### src/rtl/sha256_multi.sv
// SHA-256/SHA-224 block-compression core behind a word-addressed register map.
// Each clock in ROUNDS performs UNROLL chained rounds.
module sha256_multi #(
    parameter int UNROLL     = 1,
    parameter int ENABLE_224 = 1
) (
    input  logic        clk,
    input  logic        reset,
    input  logic        cs,
    input  logic        we,
    input  logic [7:0]  address,
    input  logic [31:0] write_data,
    output logic [31:0] read_data,
    output logic        irq
);
    typedef enum logic [1:0] {IDLE = 2'd0, ROUNDS = 2'd1, DONE = 2'd2} state_t;
    typedef logic [7:0][31:0] vars_t;   // [0] = a ... [7] = h

    generate
        if (!(UNROLL == 1 || UNROLL == 2 || UNROLL == 4)) begin : g_bad_unroll
            $error("sha256_multi: UNROLL must be 1, 2 or 4");
        end
    endgenerate

    localparam logic [5:0] LAST_T = 6'(64 - UNROLL);

    localparam logic [31:0] K [64] = '{
        32'h428a2f98, 32'h71374491, 32'hb5c0fbcf, 32'he9b5dba5, 32'h3956c25b, 32'h59f111f1, 32'h923f82a4, 32'hab1c5ed5,
        32'hd807aa98, 32'h12835b01, 32'h243185be, 32'h550c7dc3, 32'h72be5d74, 32'h80deb1fe, 32'h9bdc06a7, 32'hc19bf174,
        32'he49b69c1, 32'hefbe4786, 32'h0fc19dc6, 32'h240ca1cc, 32'h2de92c6f, 32'h4a7484aa, 32'h5cb0a9dc, 32'h76f988da,
        32'h983e5152, 32'ha831c66d, 32'hb00327c8, 32'hbf597fc7, 32'hc6e00bf3, 32'hd5a79147, 32'h06ca6351, 32'h14292967,
        32'h27b70a85, 32'h2e1b2138, 32'h4d2c6dfc, 32'h53380d13, 32'h650a7354, 32'h766a0abb, 32'h81c2c92e, 32'h92722c85,
        32'ha2bfe8a1, 32'ha81a664b, 32'hc24b8b70, 32'hc76c51a3, 32'hd192e819, 32'hd6990624, 32'hf40e3585, 32'h106aa070,
        32'h19a4c116, 32'h1e376c08, 32'h2748774c, 32'h34b0bcb5, 32'h391c0cb3, 32'h4ed8aa4a, 32'h5b9cca4f, 32'h682e6ff3,
        32'h748f82ee, 32'h78a5636f, 32'h84c87814, 32'h8cc70208, 32'h90befffa, 32'ha4506ceb, 32'hbef9a3f7, 32'hc67178f2
    };

    function automatic logic [31:0] ror(input logic [31:0] x, input int unsigned n);
        return (x >> n) | (x << (32 - n));
    endfunction

    function automatic logic [31:0] ssig0(input logic [31:0] x);
        return ror(x, 7) ^ ror(x, 18) ^ (x >> 3);
    endfunction

    function automatic logic [31:0] ssig1(input logic [31:0] x);
        return ror(x, 17) ^ ror(x, 19) ^ (x >> 10);
    endfunction

    function automatic vars_t sha_round(input vars_t v, input logic [31:0] kw);
        logic [31:0] t1;
        logic [31:0] t2;
        vars_t       r;
        t1 = v[7] + (ror(v[4], 6) ^ ror(v[4], 11) ^ ror(v[4], 25))
                  + ((v[4] & v[5]) ^ (~v[4] & v[6])) + kw;
        t2 = (ror(v[0], 2) ^ ror(v[0], 13) ^ ror(v[0], 22))
           + ((v[0] & v[1]) ^ (v[0] & v[2]) ^ (v[1] & v[2]));
        r[0] = t1 + t2;
        r[1] = v[0];
        r[2] = v[1];
        r[3] = v[2];
        r[4] = v[3] + t1;
        r[5] = v[4];
        r[6] = v[5];
        r[7] = v[6];
        return r;
    endfunction

    function automatic vars_t iv(input logic m);
        vars_t r;
        case (m)
            1'b1:    r = {32'hbefa4fa4, 32'h64f98fa7, 32'h68581511, 32'hffc00b31,
                          32'hf70e5939, 32'h3070dd17, 32'h367cd507, 32'hc1059ed8};
            default: r = {32'h5be0cd19, 32'h1f83d9ab, 32'h9b05688c, 32'h510e527f,
                          32'ha54ff53a, 32'h3c6ef372, 32'hbb67ae85, 32'h6a09e667};
        endcase
        return r;
    endfunction

    state_t      state_r, state_next_s;
    logic [5:0]  t_r;
    vars_t       h_r, wv_r;
    logic [31:0] win_r [16];
    logic [31:0] ext_s [16+UNROLL];
    vars_t       chain_s [UNROLL+1];
    logic        mode_r, irq_en_r, valid_r, err_r;
    logic        wr_s, ctrl_wr_s, blk_wr_s, stat_wr_s, ready_s, start_s, busy_err_s, mode_sel_s;

    assign wr_s       = cs & we;
    assign ctrl_wr_s  = wr_s && (address == 8'h08);
    assign blk_wr_s   = wr_s && (address[7:4] == 4'h1);
    assign stat_wr_s  = wr_s && (address == 8'h09);
    assign ready_s    = (state_r == IDLE);
    assign start_s    = ctrl_wr_s && ready_s && (write_data[0] || write_data[1]);
    assign busy_err_s = !ready_s && ((ctrl_wr_s && (write_data[0] || write_data[1])) || blk_wr_s);
    assign mode_sel_s = (ENABLE_224 != 0) ? write_data[2] : 1'b0;
    assign irq        = valid_r & irq_en_r;

    // FSM state register
    always_ff @(posedge clk) begin
        if (reset) begin
            state_r <= IDLE;
        end else begin
            state_r <= state_next_s;
        end
    end

    // FSM next-state logic
    always_comb begin
        state_next_s = state_r;
        case (state_r)
            IDLE: begin
                if (start_s) state_next_s = ROUNDS;
                else         state_next_s = IDLE;
            end
            ROUNDS: begin
                if (t_r == LAST_T) state_next_s = DONE;
                else               state_next_s = ROUNDS;
            end
            DONE:    state_next_s = IDLE;
            default: state_next_s = IDLE;
        endcase
    end

    // Message schedule extension: words beyond the window chain on each other
    always_comb begin
        for (int i = 0; i < 16; i++) begin
            ext_s[i] = win_r[i];
        end
        for (int u = 0; u < UNROLL; u++) begin
            ext_s[16+u] = ssig1(ext_s[14+u]) + ext_s[9+u] + ssig0(ext_s[1+u]) + ext_s[u];
        end
    end

    // Chained compression rounds t .. t+UNROLL-1
    always_comb begin
        chain_s[0] = wv_r;
        for (int u = 0; u < UNROLL; u++) begin
            chain_s[u+1] = sha_round(chain_s[u], K[t_r + 6'(u)] + ext_s[u]);
        end
    end

    // Datapath and control/status registers
    always_ff @(posedge clk) begin
        if (reset) begin
            t_r      <= 6'd0;
            h_r      <= {8{32'd0}};
            wv_r     <= {8{32'd0}};
            mode_r   <= 1'b0;
            irq_en_r <= 1'b0;
            valid_r  <= 1'b0;
            err_r    <= 1'b0;
            for (int i = 0; i < 16; i++) begin
                win_r[i] <= 32'd0;
            end
        end else begin
            if (ctrl_wr_s) irq_en_r <= write_data[3];
            // a new error outranks a simultaneous W1C clear
            if (busy_err_s)                        err_r <= 1'b1;
            else if (stat_wr_s && write_data[2])   err_r <= 1'b0;
            case (state_r)
                IDLE: begin
                    if (start_s && write_data[0]) begin
                        mode_r  <= mode_sel_s;
                        h_r     <= iv(mode_sel_s);
                        wv_r    <= iv(mode_sel_s);
                        valid_r <= 1'b0;
                        t_r     <= 6'd0;
                    end else if (start_s) begin
                        wv_r    <= h_r;
                        valid_r <= 1'b0;
                        t_r     <= 6'd0;
                    end
                    if (blk_wr_s) win_r[address[3:0]] <= write_data;
                end
                ROUNDS: begin
                    wv_r <= chain_s[UNROLL];
                    t_r  <= t_r + 6'(UNROLL);
                    for (int i = 0; i < 16; i++) begin
                        win_r[i] <= ext_s[i+UNROLL];
                    end
                end
                DONE: begin
                    for (int i = 0; i < 8; i++) begin
                        h_r[i] <= h_r[i] + wv_r[i];
                    end
                    valid_r <= 1'b1;
                end
                default: ;
            endcase
        end
    end

    // Register read mux
    always_comb begin
        read_data = 32'd0;
        case (address)
            8'h08: read_data = {28'd0, irq_en_r, mode_r, 2'b00};
            8'h09: read_data = {29'd0, err_r, valid_r, ready_s};
            8'h20, 8'h21, 8'h22, 8'h23, 8'h24, 8'h25, 8'h26:
                   read_data = h_r[address[2:0]];
            8'h27: begin
                if (mode_r) read_data = 32'd0;
                else        read_data = h_r[7];
            end
            default: read_data = 32'd0;
        endcase
    end
endmodule

### config.mk
export PLATFORM = sky130hd
export DESIGN_NAME = sha256_multi
export DESIGN_NICKNAME = d
export VERILOG_FILES = /design/src/rtl/sha256_multi.sv
export SDC_FILE = /design/constraint.sdc
export NUM_CORES = 2
export LEC_CHECK = 0
export BUFFER_PORTS_ARGS = -buffer_cell sky130_fd_sc_hd__buf_2
export CAP_MARGIN = 20
export CORE_ASPECT_RATIO = 0.5
export CORE_MARGIN = 3
export CORE_UTILIZATION = 42
export CTS_CLUSTER_DIAMETER = 200
export DETAILED_ROUTE_END_ITERATION = 7
export GPL_TIMING_DRIVEN = 0
export PLACE_DENSITY_LB_ADDON = 0.2
export SLEW_MARGIN = 20
export SYNTH_ARGS = -nofsm -noshare
export SYNTH_HDL_FRONTEND = slang
export SYNTH_SLANG_ARGS = --single-unit
export TNS_END_PERCENT = 10
### constraint.sdc
create_clock -name clk -period 9.4 [get_ports clk]
set_input_delay 1.88 -clock clk [delete_from_list [all_inputs] [get_ports clk]]
set_output_delay 1.88 -clock clk [all_outputs]
set_load 0.01 [all_outputs]
==> results.md <==
* Outcome: finished, violations left
* Failing checks: DRC, setup timing
* Share of layout cells above drive strength 1 at 0.0885
* # nets final at 8918
* Post-synth top area cell: edfxtp_1
* Worst-Skew Late Latency at 0.79 ns
* CP endpoint kind: flop
* WL final at 456000 um
* Max stage delay on crit path at 1.09 ns
* Drt first pass iters at 8
* Worst min path class: reg2reg
* Maximum VDD drop at 0.159 mV
* Worst Path Buf+Inv at 4
* Met1 Use GR at 0.646
* Flop pwr share at 0.406
* Most common cell after layout, fill and taps aside: nand2_1
* Layout overhead on the synthesized area at 12.7%
* Routability cong. at 1.14
* Final Instance Area at 0.0819 mm^2
* Post-synth top flop: dfxtp_1
* DP Wirelength at 357000 um
* H-tree Lvls at 3
* Slew Limit Headroom at 0.0310
* Initial core utilization at 0.425
* Worst clock skew at 0.0600 ns
* Arrival time at the worst endpoint at 10.17 ns
* Max FO, Critical Path at 10
* GR peak layer: met1
* Post-synth top area share at 0.212
* Clk network pwr share at 0.371
* Number of global-route vias before repair at 65500
* Largest net degree at the start of global routing at 33
* F_max at 0.104 GHz
* Slowest cell on crit path: a2111oi_2
* Number of synthesized flops with an enable pin at 512
* Synth Area in Adders at 0.122
* Startpoint types: flop
* Synthesized area at 0.0727 mm^2
* Fillers at 16700
* Num CTS Buffers at 103
* Leak Pwr at 33.3 nW
* Root Buffer Master: clkbuf_16
* Core ar. at 0.171 mm^2
* Drc violations at 8
* Rows at 107
* Global routing usage on met3 at 0.315
* Top area cells in the synthesized netlist: edfxtp_1 (21%), dfxtp_1 (14%), ha_1 (6.8%)
* Commonest cells after routing, fill and taps aside: nand2_1 (733), nor2_1 (702), a21oi_1 (668)
* Worst slew pin tran at 1.45 ns
* PwrDens at 154 mW/mm^2
* Final Max Slew Viols at 0
* Via count at 75400
* Die area at 0.178 mm^2
* Total GRT Usage at 0.491
* Worst hold slack at 0.514 ns
* CP most frequent cell: fa_1
* Final hold viol count at 0
* Netlist cell types at 91
* Ys async rst share at 0
* First-pass GRT wire length at 592000 um
* Setup WS post-layout at -0.197 ns
* Syn avg cell area at 8.99 um^2
* DR vias/cell at 7.03
* Clock Sinks at 1036
* Register area at 0.0259 mm^2
* Post-synthesis xor/xnor area fraction at 0.0682
* Tcrit/Tclk final at 1.02
* Critical Path RT at 9.97 ns
* Sw Ratio at 0.326
* Die width at 594 um
* CTS tree: yes
* Finish-stage setup viols at 2
* IO buf count at 42
* Syn Nets at 8711
* CTS clk-pin slew, worst paths at 0.08 ns
* Antenna-violating nets left at 0
* WL/cell at 42.6 um
* Overall power at 12.6 mW
* Post-synthesis simple-gate area fraction at 0.151
* GR Overflow Total at 0
* Part of the power in combinational logic at 0.223
* CP top delay family: compound AO/OA/AOI/OAI gates
* P_sw at 4.11 mW
* Hold Buf Count CTS at 0
* Area of the multi-input gates at 0.0441 mm^2
* Pint at 8.50 mW
* Max Buffers Root-to-Sink at 3
* Initial antenna violation count at 66
* Mux contribution to synthesized area at 0.0305
* Cells after synthesis at 8079
* Final min period at 9.60 ns
* Yosys reg bits at 1036
* Maxcap violations at 0
* Sequential-to-total area share from yosys stat at 0.356
* GR Layer Usage met2 at 0.611
* # IOs at 77
* Ys Warns at 0
* DR iter-0 viols at 14100
* Crit path kind: reg2reg
* Largest family of logic cells by synthesized area: compound AO/OA/AOI/OAI gates
* Die Ht at 300 um
* Placed cell area at 0.0770 mm^2
* Compound-gate portion of the synthesized area at 0.222
-- cells in the mapped netlist, drive strengths merged, types with 17 or more instances --
cell / n
o22ai: 33
a22o: 345
mux2: 33
or3: 29
nor2: 719
o21a: 51
a211o: 17
a22oi: 17
nand2b: 89
and3: 28
clkbuf: 518
a311oi: 69
nand3b: 191
ha: 393
nor2b: 76
xor2: 170
inv: 328
o21bai: 46
o21ai: 359
a31oi: 86
o211ai: 39
a21oi: 681
mux2i: 49
o31ai: 28
a21o: 209
nor3: 228
nand4: 26
buf: 113
nand2: 742
mux4: 60
a221oi: 24
edfxtp: 512
dfxtp: 524
a211oi: 271
fa: 195
nand3: 187
xnor2: 396
-- worst paths after layout --
kind	startpoint	endpoint	slack, ns	depth (start not counted)
worst min-delay path	valid_r	valid_r	0.51	2
worst max register to register	t_r[5]	chain_s[184]	-0.20	28
worst min register to register	valid_r	valid_r	0.51	2
worst max-delay path	t_r[5]	chain_s[184]	-0.20	28
-- tightest hold or removal path: cells and delay by family (launching register included) --
kind | cells | cell delay, ns
and+or+nand+nor | 2 | 0.15
DFF | 1 | 0.33
-- power by group through the flow --
stage | logic [mW] | clock network [mW] | registers [mW]
2_1_floorplan | 1.80 | 0 | 5.15
3_3_place_gp | 2.61 | 0 | 5.23
3_5_place_dp | 2.64 | 0 | 5.22
4_1_cts | 2.67 | 4.61 | 5.12
5_1_grt | 2.95 | 4.79 | 5.13
6_report | 2.81 | 4.68 | 5.13
-- layout make-up --
class	instances	share of cell area
diodes	60	0.00183
plain buffers	624	0.0330
clock buffers	131	0.0341
clock inverters	59	0.00981
inverters	330	0.0153
multi-input cells	6082	0.538
flip-flops and latches	1036	0.316
well taps	2289	0.0350
repair buffers	109	0.0166
-- metal layers --
layer	vias to the layer above	part of all wire	wire (um)
met5	-	0.0035	1590
li1	29700	-	-
met3	1412	0.18	83800
met2	6816	0.36	164000
met4	62	0.057	26100
met1	37400	0.40	181000
-- kinds of logic (layout without fill, tap and decap cells) --
family,Yosys count,in the layout
AO/OA/AOI/OAI,2407,2407
XOR/XNOR,566,566
adder cells (fa/ha/maj),592,592
buffers and inverters,961,1253
flip-flops,1036,1036
multiplexers,142,142
other,0,60
AND/OR/NAND/NOR,2375,2375
-- state kept, by name (all words and copies together) (netlist names) --
register	cells
win_r	512
mode_r	1
h_r	256
valid_r	1
irq_en_r	1
t_r	6
chain_s	256
err_r	1
state_r	2
-- stage by stage --
step	std cells	TNS (ns)	utilization	worst slack, ns
floorplan	8079	0	-	0.923
detailed placement	10400	-69.66	0.450	-2.98
CTS	10600	-0.0501	0.474	-0.0501
global placement	10400	-92.81	0.443	-3.35
finish	10700	-0.240	0.479	-0.197
global route	10700	-0.0241	0.478	-0.0241
-- repair_timing --
action | in CTS | in global routing
buffers inserted | 6 | 18
pin swaps | 7 | 16
endpoints found under the setup margin | 48 | 19
gates resized for setup | 138 | 114
(Power assumes the default switching activity.)
